**config.mk**
```make
export PLATFORM = sky130hd
export DESIGN_NAME = fetch_logic
export DESIGN_NICKNAME = d
export VERILOG_FILES = /design/src/rtl/fetch_logic.sv
export SDC_FILE = /design/constraint.sdc
export NUM_CORES = 1
export LEC_CHECK = 0
export ABC_CLOCK_PERIOD_IN_PS = 4200
export CAP_MARGIN = 20
export CORE_AREA = 5 5 165 167
export DETAILED_ROUTE_END_ITERATION = 10
export DIE_AREA = 0 0 170 172
export MAX_ROUTING_LAYER = met4
export PLACE_DENSITY = 0.78
export SYNTH_ARGS = -nofsm -noshare
export SYNTH_HDL_FRONTEND = slang
export SYNTH_SLANG_ARGS = --single-unit
```
**constraint.sdc**
```tcl
create_clock -name clk -period 4.2 [get_ports clk]
set_input_delay 0.63 -clock clk [delete_from_list [all_inputs] [get_ports clk]]
set_output_delay 0.63 -clock clk [all_outputs]
set_load 0.005 [all_outputs]
```
**src/rtl/fetch_logic.sv**
```systemverilog
// fetch_logic: RV32I fetch stage - PC, in-order imem requests, {word, pc} buffer presented to decode.
// Optional macro FETCH_MISALIGN_TRAP_EN adds fetch_misaligned and stalls fetch after an unaligned redirect.
module fetch_logic #(
    parameter logic [31:0] RESET_PC   = 32'h0000_0000,
    parameter int          FIFO_DEPTH = 4
) (
    input  logic        clk,
    input  logic        reset,
    input  logic        jump_branch_enable,
    input  logic [31:0] jump_branch_addr,
    output logic        imem_req,
    output logic [31:0] imem_addr,
    input  logic        imem_gnt,
    input  logic        imem_rvalid,
    input  logic [31:0] imem_rdata,
    output logic [31:0] instruction,
    output logic [31:0] instr_pc,
    output logic        instr_valid,
    input  logic        decode_ready
`ifdef FETCH_MISALIGN_TRAP_EN
    ,
    output logic        fetch_misaligned
`endif
);
    localparam int          AW      = $clog2(FIFO_DEPTH);
    localparam int          CW      = AW + 1;
    localparam logic [CW:0] DEPTH_W = (CW + 1)'(FIFO_DEPTH);

    logic [31:0]   pc_r, resp_pc_r;
    logic [31:0]   word_mem_r [FIFO_DEPTH];
    logic [31:0]   pc_mem_r   [FIFO_DEPTH];
    logic [AW-1:0] rd_ptr_r, wr_ptr_r;
    logic [CW-1:0] count_r, outstanding_r, discard_r;

    logic [31:0]   pc_nxt_s, resp_pc_nxt_s, target_s;
    logic [AW-1:0] rd_ptr_nxt_s, wr_ptr_nxt_s;
    logic [CW-1:0] count_nxt_s, outstanding_nxt_s, discard_nxt_s;
    logic [CW:0]   credit_used_s;
    logic          stall_s, grant_s, push_s, pop_s, drop_s;

`ifdef FETCH_MISALIGN_TRAP_EN
    logic misaligned_r;

    assign stall_s          = misaligned_r;
    assign fetch_misaligned = misaligned_r;
    assign target_s         = {jump_branch_addr[31:2], 2'b00};

    // Sticky trap: set by an unaligned redirect, cleared by reset or an aligned redirect
    always_ff @(posedge clk) begin
        if (reset) begin
            misaligned_r <= 1'b0;
        end else if (jump_branch_enable) begin
            misaligned_r <= (jump_branch_addr[1:0] != 2'b00);
        end else begin
            misaligned_r <= misaligned_r;
        end
    end
`else
    assign stall_s  = 1'b0;
    assign target_s = jump_branch_addr & 32'hFFFF_FFFC;
`endif

    // Discarded in-flight fetches still hold credits until their responses return
    assign credit_used_s = {1'b0, count_r} + {1'b0, outstanding_r};
    assign imem_req      = !reset && !jump_branch_enable && !stall_s && (credit_used_s < DEPTH_W);
    assign imem_addr     = pc_r;
    assign instr_valid   = (count_r != {CW{1'b0}});

    assign grant_s = imem_req && imem_gnt;
    assign drop_s  = imem_rvalid && (discard_r != {CW{1'b0}});
    assign push_s  = imem_rvalid && (discard_r == {CW{1'b0}}) && !jump_branch_enable;
    assign pop_s   = instr_valid && decode_ready && !jump_branch_enable;

    // Head of buffer to decode, zero when empty
    always_comb begin
        instruction = 32'h0000_0000;
        instr_pc    = 32'h0000_0000;
        if (instr_valid) begin
            instruction = word_mem_r[rd_ptr_r];
            instr_pc    = pc_mem_r[rd_ptr_r];
        end else begin
            instruction = 32'h0000_0000;
            instr_pc    = 32'h0000_0000;
        end
    end

    // Next-state: redirect overrides normal issue/response/pop bookkeeping
    always_comb begin
        pc_nxt_s          = pc_r;
        resp_pc_nxt_s     = resp_pc_r;
        rd_ptr_nxt_s      = rd_ptr_r;
        wr_ptr_nxt_s      = wr_ptr_r;
        count_nxt_s       = count_r;
        outstanding_nxt_s = outstanding_r;
        discard_nxt_s     = discard_r;
        if (jump_branch_enable) begin
            pc_nxt_s          = target_s;
            resp_pc_nxt_s     = target_s;
            rd_ptr_nxt_s      = {AW{1'b0}};
            wr_ptr_nxt_s      = {AW{1'b0}};
            count_nxt_s       = {CW{1'b0}};
            // A response landing in the redirect cycle is already dropped, so it is not re-counted
            outstanding_nxt_s = outstanding_r - CW'(imem_rvalid);
            discard_nxt_s     = outstanding_r - CW'(imem_rvalid);
        end else begin
            if (grant_s) begin
                pc_nxt_s = pc_r + 32'd4;
            end else begin
                pc_nxt_s = pc_r;
            end
            outstanding_nxt_s = outstanding_r + CW'(grant_s) - CW'(imem_rvalid);
            if (drop_s) begin
                discard_nxt_s = discard_r - CW'(1'b1);
            end else begin
                discard_nxt_s = discard_r;
            end
            if (push_s) begin
                resp_pc_nxt_s = resp_pc_r + 32'd4;
                wr_ptr_nxt_s  = wr_ptr_r + AW'(1'b1);
            end else begin
                resp_pc_nxt_s = resp_pc_r;
                wr_ptr_nxt_s  = wr_ptr_r;
            end
            if (pop_s) begin
                rd_ptr_nxt_s = rd_ptr_r + AW'(1'b1);
            end else begin
                rd_ptr_nxt_s = rd_ptr_r;
            end
            count_nxt_s = count_r + CW'(push_s) - CW'(pop_s);
        end
    end

    // Control state registers
    always_ff @(posedge clk) begin
        if (reset) begin
            pc_r          <= RESET_PC;
            resp_pc_r     <= RESET_PC;
            rd_ptr_r      <= {AW{1'b0}};
            wr_ptr_r      <= {AW{1'b0}};
            count_r       <= {CW{1'b0}};
            outstanding_r <= {CW{1'b0}};
            discard_r     <= {CW{1'b0}};
        end else begin
            pc_r          <= pc_nxt_s;
            resp_pc_r     <= resp_pc_nxt_s;
            rd_ptr_r      <= rd_ptr_nxt_s;
            wr_ptr_r      <= wr_ptr_nxt_s;
            count_r       <= count_nxt_s;
            outstanding_r <= outstanding_nxt_s;
            discard_r     <= discard_nxt_s;
        end
    end

    // Buffer storage; contents are only visible through count_r, so no reset needed
    always_ff @(posedge clk) begin
        if (push_s && !reset) begin
            word_mem_r[wr_ptr_r] <= imem_rdata;
            pc_mem_r[wr_ptr_r]   <= resp_pc_r;
        end
    end

    fetch_logic_checker #(
        .FIFO_DEPTH (FIFO_DEPTH),
        .CW         (CW)
    ) u_checker (
        .clk         (clk),
        .reset       (reset),
        .imem_rvalid (imem_rvalid),
        .outstanding (outstanding_r),
        .count       (count_r)
    );
endmodule

// fetch_logic_checker: memory-protocol and credit assertions for fetch_logic.
module fetch_logic_checker #(
    parameter int FIFO_DEPTH = 4,
    parameter int CW         = 3
) (
    input logic          clk,
    input logic          reset,
    input logic          imem_rvalid,
    input logic [CW-1:0] outstanding,
    input logic [CW-1:0] count
);
    rvalid_needs_fetch: assert property (@(posedge clk) disable iff (reset)
        imem_rvalid |-> (outstanding != {CW{1'b0}}));

    credit_bound: assert property (@(posedge clk) disable iff (reset)
        (({1'b0, count} + {1'b0, outstanding}) <= (CW + 1)'(FIFO_DEPTH)));
endmodule

```
==> flow_summary.toml <==
[timing]
max_freq_mhz = 291.7
fin_hold_ws_ns = 0.5084
layout_min_cycle_time_ns = 3.429
finalSetupViolCount = 0
worstMarginPinSlew_ns = 1.001
fin_setup_tns_ns = 0
period_share_pct = 81.63
setup_ws_ns = 0.7714
slew_viol_final = 0
max_slew_margin_pct = 33.21
rsz0062_at_grt = "false"
clock_skew_ns = 0.01243
hold_viol = 0

[synthesis]
synthFlopType = "edfxtp_1"
netlist_area_sq_mm = 0.01381
synth_seq_cells = 323
seq_area_frac_synth_pct = 64.78
synth.distinct_cells = 54
synthArstFlopShare_pct = 0
yosysTopAreaCellShare_pct = 53.91
ys_top_cells_by_area = "edfxtp_1 (54%), dfxtp_1 (11%), mux4_2 (10%)"
synth_edf_count = 248
syn-mean-instance-area_sq_um = 14.82
netlist_instances = 932
ys_warn_count = 0
yosysTopAreaCell = "edfxtp_1"

[detailed_routing]
top_layer = "met4"
wl_met1_microns = 13410
wl_per_cell_microns = 20.89
drt_first_pass_iters = 5
drc = 0
ant_nets = 0
wl_met3_microns = 2178
wl_met2_microns = 14130
vias_per_cell = 6.131
route.vias.total = 8871
drt-initial-drc-count = 798
totalWireLength_microns = 30240

[clock_tree]
cts_tree = "yes"
clk-insertion-delay-late_ns = 0.50
post-cts-setup-buffer-count = 0
cts_root_buf = "clkbuf_16"
post_cts_resized = 0
postCtsHoldBufs = 0
cts_sinks = 323
clk_pin_slew_ns = 0.06
cts_inserted_buffers = 34
h-tree-depth = 2
clock_path_buffers = 3

[critical_path]
critical_path_required_ns = 3.57
crit_path_start_kind = "register"
path_max_fanout = 26
worst_ep_arrival_time_ns = 2.80
cp-end-kind = "output pin"
worst-setup-path-type = "reg -> out"

[global_route]
overflow = 0
grt_pass1_wl_microns = 47470
grt_max_degree = 75
grt_pass1_vias = 8633
grtUsageTotal_pct = 20.99
antenna_found_initial = 0

[die]
io_pins = 168
die_area_sq_mm = 0.02924
initial_core_util_pct = 53.92
core_sq_mm = 0.02562
dieHeight_microns = 172
fp.dieW_microns = 170
fp-row-count = 59

[final_layout]
drive_above_1_share_pct = 12.86
area_delta_synth_final_pct = 22.05
layoutNonFillerInstCount = 1447
fillers = 1794
n_antenna_cell = 0
fin_nets = 1179

[power]
p_per_area_mw_per_mm2 = 409.1
ir_worst_vdd_uv = 255.5
p_leak_nw = 5.406

[job]
drv_cap = 0

[placed_design]
dp.cells = 1390
place.gp.congestion = 0.8653
hpwl_microns = 19030
portBuffers = 161
preCtsSetupSlack_ns = 0.4371

[hold_path]
hold_path_class = "reg -> reg"

[status]
status = "complete, no violations"
-- worst paths after layout --
path              slack (ns)  cells past startpoint                to        startpoint
setup / recovery        0.77                      4      instr_pc[18]          register
hold / removal          0.51                      2          register       rd_ptr_r[1]
setup reg to reg        0.80                     12  outstanding_r[2]  outstanding_r[2]
hold reg to reg         0.51                      2          register       rd_ptr_r[1]
-- cell type report --
| type | count | area [sq um] | area share [%] |
|---|---|---|---|
| Clock buffer | 37 | 883.3 | 5.240 |
| Clock inverter | 20 | 157.7 | 0.9351 |
| Timing Repair Buffer | 181 | 1819 | 10.79 |
| Tap cell | 335 | 419.2 | 2.486 |
| Multi-Input combinational cell | 535 | 4566 | 27.08 |
| Sequential cell | 323 | 8954 | 53.11 |
| Inverter | 16 | 60.06 | 0.3562 |
-- registers in the layout, summed over array words and instances, names as in the netlist, named ones only --
signal / cells
word_mem_r: 128
count_r: 3
rd_ptr_r: 2
pc_mem_r: 120
wr_ptr_r: 2
imem_addr: 30
outstanding_r: 3
discard_r: 3
resp_pc_r: 30
-- layer usage --
layer,vias to the layer above,GRT usage [%]
met1,4380,30.31
met2,437,32.23
met5,-,-
li1,4002,-
met3,52,3.064
met4,0,4.931
-- cell usage in the layout (no fill, tap or decap), types with 14 or more instances in the layout --
cell type and instances:
a211oi_1 14, and2_1 67, and4_1 17, buf_4 15
clkbuf_16 35, clkdlybuf4s50_1 160, dfxtp_1 73, edfxtp_1 248
ha_1 16, inv_1 14, mux4_2 62, nand2_1 42
nand3_1 24, nand4_1 23, nor2_1 28, nor4_1 20
o21a_1 20, o21ai_0 21, o31a_1 26, xnor2_1 15
-- where the power goes --
part	internal, W	switching, W	leakage, nW
Sequential	0.00352	0.0000979	2.87
Combinational	0.000256	0.000220	2.03
Clock	0.00164	0.00117	0.501
Total	0.00541	0.00148	5.41
-- metrics by stage --
step | utilization, % | power (W) | area, sq um
after floorplan | - | 0.003900 | 13820
after global placement | 61.75 | 0.004136 | 15820
after detailed placement | 61.75 | 0.004155 | 15820
after CTS | 65.81 | 0.006950 | 16860
after global routing | 65.81 | 0.007140 | 16860
final | 65.81 | 0.006897 | 16860
-- cells by family (layout without fill, tap and decap cells) --
kind of cell               count (synthesis)  after routing  share of synthesized area [%]
xor gates and xnor gates                  20             20                          1.268
and+or+nand+nor                          286            286                          12.05
adders and majority gates                 18             18                          1.739
AOI/OAI and AO/OA                        145            145                          7.735
other                                      1              4                        0.02715
muxes                                     62             62                          10.11
DFF                                      323            323                          64.78
buffers and inverters                     77            254                          2.292
-- Yosys cell counts (14+ instances only) --
cell / number
a211oi_1: 14
nor2_1: 28
xnor2_1: 15
o31a_1: 26
o21a_1: 20
and4_1: 17
o21ai_0: 21
nor4_1: 20
nand2_1: 42
dfxtp_1: 75
and2_1: 67
edfxtp_1: 248
and3_1: 15
clkbuf_1: 44
mux4_2: 62
inv_1: 15
nand3_1: 24
nand4_1: 23
ha_1: 16
-- worst max-delay path, stage by stage, from the launching register on --
cell and delay [ns]:
dfxtp_4 0.70, buf_4 0.38, mux4_2 0.55, and2_1 0.17, clkdlybuf4s50_1 0.48
Power figures use the tool's default switching activity.
